<file path="config.mk">
export PLATFORM = sky130hd
export DESIGN_NAME = sram_controller
export DESIGN_NICKNAME = d
export VERILOG_FILES = /design/src/rtl/sram_controller.sv
export SDC_FILE = /design/constraint.sdc
export NUM_CORES = 1
export LEC_CHECK = 0
export CORE_UTILIZATION = 25
export CTS_CLUSTER_DIAMETER = 200
export DETAILED_ROUTE_END_ITERATION = 16
export PLACE_DENSITY = 0.57
export SLEW_MARGIN = 10
export SYNTH_ARGS = -nofsm -noshare
export SYNTH_HDL_FRONTEND = slang
export SYNTH_SLANG_ARGS = --single-unit
</file>
<file path="constraint.sdc">
create_clock -name clk -period 2.2 [get_ports clk]
set_clock_uncertainty 0.05 [all_clocks]
set_input_delay 0.44 -clock clk [delete_from_list [all_inputs] [get_ports clk]]
set_output_delay 0.44 -clock clk [all_outputs]
set_load 0.01 [all_outputs]
</file>
<file path="src/rtl/sram_controller.sv">
// Single-port asynchronous SRAM controller with a ready/strobe client handshake.
// Generates registered ce_n/oe_n/we_n timing and holds the last read word for the client.
module sram_controller #(
    parameter int ADDR_W      = 18,
    parameter int DATA_W      = 16,
    parameter int WAIT_CYCLES = 2   // oe_n / we_n active width in clk cycles, 1..15
) (
    input  logic              clk,
    input  logic              reset,
    input  logic [ADDR_W-1:0] address,
    input  logic [DATA_W-1:0] data_write,
    input  logic              read,
    input  logic              write,
    output logic              ready,
    output logic [DATA_W-1:0] data_read,
    output logic [ADDR_W-1:0] sram_addr,
    output logic [DATA_W-1:0] sram_data_out,
    input  logic [DATA_W-1:0] sram_data_in,
    output logic              sram_data_oe,
    output logic              sram_ce_n,
    output logic              sram_oe_n,
    output logic              sram_we_n,
    output logic              sram_ub_n,
    output logic              sram_lb_n,
    output logic [2:0]        state_dbg
);

    // Handshake: ready=1 means idle; a request is taken on a clk edge where
    // ready=1 and read|write=1 (read wins when both are set). Strobes seen while
    // ready=0 are dropped, never queued. ready returns to 1 when the access ends.

    typedef enum logic [2:0] {
        S_IDLE      = 3'd0,
        S_RD_ACCESS = 3'd1,
        S_WR_SETUP  = 3'd2,
        S_WR_PULSE  = 3'd3,
        S_WR_HOLD   = 3'd4
    } state_t;

    localparam logic [3:0] CNT_LAST = 4'(WAIT_CYCLES - 1);

    state_t            state_q, state_d;
    logic [3:0]        cnt_q, cnt_d;
    logic              ready_q, ready_d;
    logic [DATA_W-1:0] data_read_q, data_read_d;
    logic [ADDR_W-1:0] sram_addr_q, sram_addr_d;
    logic [DATA_W-1:0] sram_data_out_q, sram_data_out_d;
    logic              data_oe_q, data_oe_d;
    logic              ce_n_q, ce_n_d;
    logic              oe_n_q, oe_n_d;
    logic              we_n_q, we_n_d;

    always_ff @(posedge clk) begin
        if (reset) begin
            state_q         <= S_IDLE;
            cnt_q           <= 4'd0;
            ready_q         <= 1'b0;
            data_read_q     <= '0;
            sram_addr_q     <= '0;
            sram_data_out_q <= '0;
            data_oe_q       <= 1'b0;
            ce_n_q          <= 1'b1;
            oe_n_q          <= 1'b1;
            we_n_q          <= 1'b1;
        end else begin
            state_q         <= state_d;
            cnt_q           <= cnt_d;
            ready_q         <= ready_d;
            data_read_q     <= data_read_d;
            sram_addr_q     <= sram_addr_d;
            sram_data_out_q <= sram_data_out_d;
            data_oe_q       <= data_oe_d;
            ce_n_q          <= ce_n_d;
            oe_n_q          <= oe_n_d;
            we_n_q          <= we_n_d;
        end
    end

    always_comb begin
        state_d         = state_q;
        cnt_d           = cnt_q;
        ready_d         = ready_q;
        data_read_d     = data_read_q;
        sram_addr_d     = sram_addr_q;
        sram_data_out_d = sram_data_out_q;
        data_oe_d       = data_oe_q;
        ce_n_d          = ce_n_q;
        oe_n_d          = oe_n_q;
        we_n_d          = we_n_q;

        case (state_q)
            S_IDLE: begin
                // ready_q is 0 only on the first cycle after reset release
                ready_d = 1'b1;
                if (ready_q && read) begin
                    ready_d     = 1'b0;
                    sram_addr_d = address;
                    ce_n_d      = 1'b0;
                    oe_n_d      = 1'b0;
                    cnt_d       = 4'd0;
                    state_d     = S_RD_ACCESS;
                end else if (ready_q && write) begin
                    ready_d         = 1'b0;
                    sram_addr_d     = address;
                    sram_data_out_d = data_write;
                    ce_n_d          = 1'b0;
                    data_oe_d       = 1'b1;
                    state_d         = S_WR_SETUP;
                end
            end

            S_RD_ACCESS: begin
                if (cnt_q == CNT_LAST) begin
                    data_read_d = sram_data_in;
                    oe_n_d      = 1'b1;
                    ce_n_d      = 1'b1;
                    ready_d     = 1'b1;
                    state_d     = S_IDLE;
                end else begin
                    cnt_d = cnt_q + 4'd1;
                end
            end

            // Address and data have been stable for one cycle before we_n falls
            S_WR_SETUP: begin
                we_n_d  = 1'b0;
                cnt_d   = 4'd0;
                state_d = S_WR_PULSE;
            end

            S_WR_PULSE: begin
                if (cnt_q == CNT_LAST) begin
                    we_n_d  = 1'b1;
                    state_d = S_WR_HOLD;
                end else begin
                    cnt_d = cnt_q + 4'd1;
                end
            end

            // One cycle of hold after we_n rises before releasing the bus
            S_WR_HOLD: begin
                ce_n_d    = 1'b1;
                data_oe_d = 1'b0;
                ready_d   = 1'b1;
                state_d   = S_IDLE;
            end

            default: begin
                state_d = S_IDLE;
            end
        endcase
    end

    assign ready         = ready_q;
    assign data_read     = data_read_q;
    assign sram_addr     = sram_addr_q;
    assign sram_data_out = sram_data_out_q;
    assign sram_data_oe  = data_oe_q;
    assign sram_ce_n     = ce_n_q;
    assign sram_oe_n     = oe_n_q;
    assign sram_we_n     = we_n_q;
    assign sram_ub_n     = 1'b0;
    assign sram_lb_n     = 1'b0;
    assign state_dbg     = state_q;

endmodule
</file>
==> flow_summary.json <==
{
  "initial_core_util_pct": 25.6,
  "synth.avg_cell_area_sq_um": 8.66,
  "cpMaxStageDelayCell": "sky130_fd_sc_hd__clkdlybuf4s50_1",
  "totalNegativeSetupSlack_ns": 0,
  "setup.reg_to_reg.worst_slack_ns": 0.47,
  "r2r_start": "cnt_q[0]$_SDFFE_PP0P_",
  "power.internal_mw": 2.37,
  "holdCritPathClass": "flip-flop to flip-flop",
  "placed_cells": 534,
  "clkTransAtPathRegs_ns": 0.07,
  "cts_htree_levels": 3,
  "unique_cell_type_count_in_the_yosys_netlist": 40,
  "design.core.area_sq_um": 10200,
  "grt_first_pass_wirelength_um": 12900,
  "leakage_nw": 1.39,
  "io_buffer_count": 111,
  "clock_path_buffers": 2,
  "cts_tree": "done",
  "cts.hold.buffers_added": 0,
  "fp.dieH_um": 104,
  "dr_total_vias": 2613,
  "yosys_most_used_dff": "sky130_fd_sc_hd__dfxtp_1",
  "layout-area-overhead-vs-synth_pct": 54.5,
  "cts_made_buffers": 9,
  "hold_ws_ns": 0.431,
  "remaining_number_of_nets_flagged_by_the_antenna_check_after_routing": 0,
  "detail_route.iter0.violations": 87,
  "grt_start_max_net_pins": 39,
  "fraction_of_final_layout_cells_sized_beyond_drive_strength_1_pct": 7.97,
  "min_to": "data_read[4]$_SDFFE_PP0P_",
  "setup-violations-final": 0,
  "worstSetupPathType": "flip-flop to primary output",
  "timing.final.hold_violations": 0,
  "detailedPlacementHpwl_um": 5450,
  "min_period_ns": 2.02,
  "clock_tree.root_cell": "sky130_fd_sc_hd__clkbuf_8",
  "die_w_um": 104,
  "post_dp_cell_area_sq_um": 3800,
  "post_cts_buffers": 0,
  "timing.critical_path.to_type": "primary output",
  "ir_drop_uv": 394,
  "yosysWarnings": 0,
  "stdcell_count": 550,
  "worstSetupStartpoint": "state_dbg[1]$_SDFFE_PP0P_",
  "netSwitchingFraction_pct": 27.6,
  "cp_data_required_time_ns": 1.71,
  "power.switching_mw": 0.902,
  "groute.usage.overall_pct": 14.8,
  "synth_cells": 303,
  "fin_crit_sh_pct": 91.8,
  "first_global_vias": 2618,
  "drv_slew": 0,
  "launching_element_type_of_the_critical_path": "flip-flop",
  "clk-insertion-delay-late_ns": 0.33,
  "boundaryPins": 114,
  "clock_sink_count": 62,
  "synth_enable_flop_cells": 0,
  "post-route-drc-count": 0,
  "tightest_pin_transition_ns": 0.671,
  "rsz0062_at_grt": "false",
  "max_freq_mhz": 495,
  "syn_area_sq_um": 2620,
  "cp_slowest_stage_delay_ns": 0.63,
  "drt-total-wl_um": 7920,
  "detail_route.wl_per_cell_um": 14.4,
  "hold-path-cell-count": 2,
  "combPwrFrac_pct": 23.2,
  "power_frac_clock_pct": 38.2,
  "max_cap_viol_count": 0,
  "critPathArrivalTime_ns": 1.53,
  "powerDensity_nw_per_um2": 808,
  "ctsResizeCount": 0,
  "outcome": "finished, final reports clean",
  "worstRegToRegCells": 4,
  "antenna_violations_before_repair": 0,
  "timing.critical_path.max_delay_family": "buffers and inverters",
  "p_seq_share_pct": 38.5,
  "nets": 465,
  "design_area_sq_um": 4050,
  "critical_path.max_fanout": 9,
  "vias_per_cell": 4.75,
  "globalRoute.totalOverflow": 0,
  "worst_hold_startpoint": "data_read[4]$_SDFFE_PP0P_",
  "ys_seq_area_share_pct": 47.3,
  "postSynth.asyncResetShare_pct": 0,
  "gp_congestion": 0.734,
  "antenna-diode-count": 0,
  "detail_route.first_pass.iterations": 5,
  "critical_path.reg2reg.endpoint": "data_read[1]$_SDFFE_PP0P_",
  "num_rows": 37,
  "worst-path-buf-inv": 1,
  "ys_seq_elements": 62,
  "design.die.area_sq_um": 10900,
  "relSlewSlack_pct": 55.3,
  "timing.critical_path.cells": "clkdlybuf4s50_1"
}
power groups by stage:
stage               combinational (mW)  clock (mW)  sequential, mW
floorplan                        0.430           0            1.30
global placement                 0.758           0            1.28
detailed placement               0.768           0            1.29
CTS                              0.773        1.30            1.26
global route                     0.836        1.33            1.27
finish                           0.761        1.25            1.26
synthesized netlist by cell type, drive strengths merged, types with 2 or more instances:
cell,instances,area (sq um)
clkbuf,6,22.5
or3,2,12.5
mux2i,2,20.0
o21ai,56,284
a31oi,3,18.8
nor2,2,7.51
nor3b,2,26.3
and3,2,12.5
dfxtp,62,1240
or3b,2,17.5
nand3,50,250
nor3,4,31.3
ha,2,25.0
a211oi,2,15.0
inv,7,26.3
o211ai,4,30.0
buf,24,193
a21oi,56,280
flip-flops by register name, indices dropped and copies added (netlist names):
register	cells
cnt_q	4
sram_we_n	1
data_read	16
state_dbg	3
sram_data_out	16
sram_ce_n	1
sram_oe_n	1
sram_data_oe	1
sram_addr	18
ready	1
worst reg2reg max path, delay by kind of cell, from the launching register on:
kind / cells / cell delay, ns
DFF: 1 / 0.41
AOI/OAI and AO/OA: 2 / 0.34
adders and majority gates: 1 / 0.22
and+or+nand+nor: 1 / 0.59
layer usage:
layer	wire, um	GRT usage (%)	vias up
li1	-	-	1307
met1	3510	18.2	1218
met2	3770	24.5	81
met3	569	4.89	7
met4	61	4.69	0
met5	0	0	-
how the worst max path moves through the flow:
stage / end / depth (start not counted)
5_1_grt: state_dbg[1] / 1
3_5_place_dp: sram_data_out[1]$_SDFFE_PP0P_ / 4
6_report: state_dbg[1] / 1
4_1_cts: state_dbg[1] / 1
2_1_floorplan: data_read[10]$_SDFFE_PP0P_ / 5
3_3_place_gp: state_dbg[1]$_SDFFE_PP0P_ / 4
layout by cell type, fill, tap and decap left out, types with 2 or more instances in the layout:
cell type,n
sky130_fd_sc_hd__a211oi_1,2
sky130_fd_sc_hd__a21oi_1,56
sky130_fd_sc_hd__a31oi_1,3
sky130_fd_sc_hd__and3_1,2
sky130_fd_sc_hd__buf_4,12
sky130_fd_sc_hd__bufinv_16,3
sky130_fd_sc_hd__clkbuf_1,2
sky130_fd_sc_hd__clkbuf_8,11
sky130_fd_sc_hd__clkdlybuf4s50_1,110
sky130_fd_sc_hd__conb_1,2
sky130_fd_sc_hd__dfxtp_1,62
sky130_fd_sc_hd__ha_1,2
sky130_fd_sc_hd__inv_1,7
sky130_fd_sc_hd__mux2i_1,2
sky130_fd_sc_hd__nand3_1,50
sky130_fd_sc_hd__nor2_1,2
sky130_fd_sc_hd__nor3_1,3
sky130_fd_sc_hd__o211ai_1,4
sky130_fd_sc_hd__o21ai_0,11
sky130_fd_sc_hd__o21ai_1,44
sky130_fd_sc_hd__or3_1,2
sky130_fd_sc_hd__or3b_1,2
logic make-up (layout without fill, tap and decap cells):
kind of cell	count (synthesis)	in the layout	synth area share, %
AOI/OAI and AO/OA	125	125	25.2
adders and majority gates	2	2	0.954
buffers and inverters	37	147	9.21
DFF	62	62	47.3
muxes	2	2	0.763
other	1	2	0.143
and+or+nand+nor	74	74	16.4
stage by stage:
stage          power (mW)  worst slack [ns]  util, %
2_1_floorplan        1.73             0.656        -
3_3_place_gp         2.04             0.227     37.2
3_5_place_dp         2.06             0.135     37.2
4_1_cts              3.33             0.124     39.6
5_1_grt              3.44            0.0756     39.6
6_report             3.27             0.181     39.6
layout make-up:
type / instances / area, sq um
inverter: 7 / 26.3
clock buffer: 13 / 159
tap: 136 / 170
multi-input combinational: 205 / 1150
clock inverter: 3 / 90.1
timing repair buffer: 124 / 1220
fill: 1031 / 6180
sequential: 62 / 1240
Power figures use the tool's default switching activity.
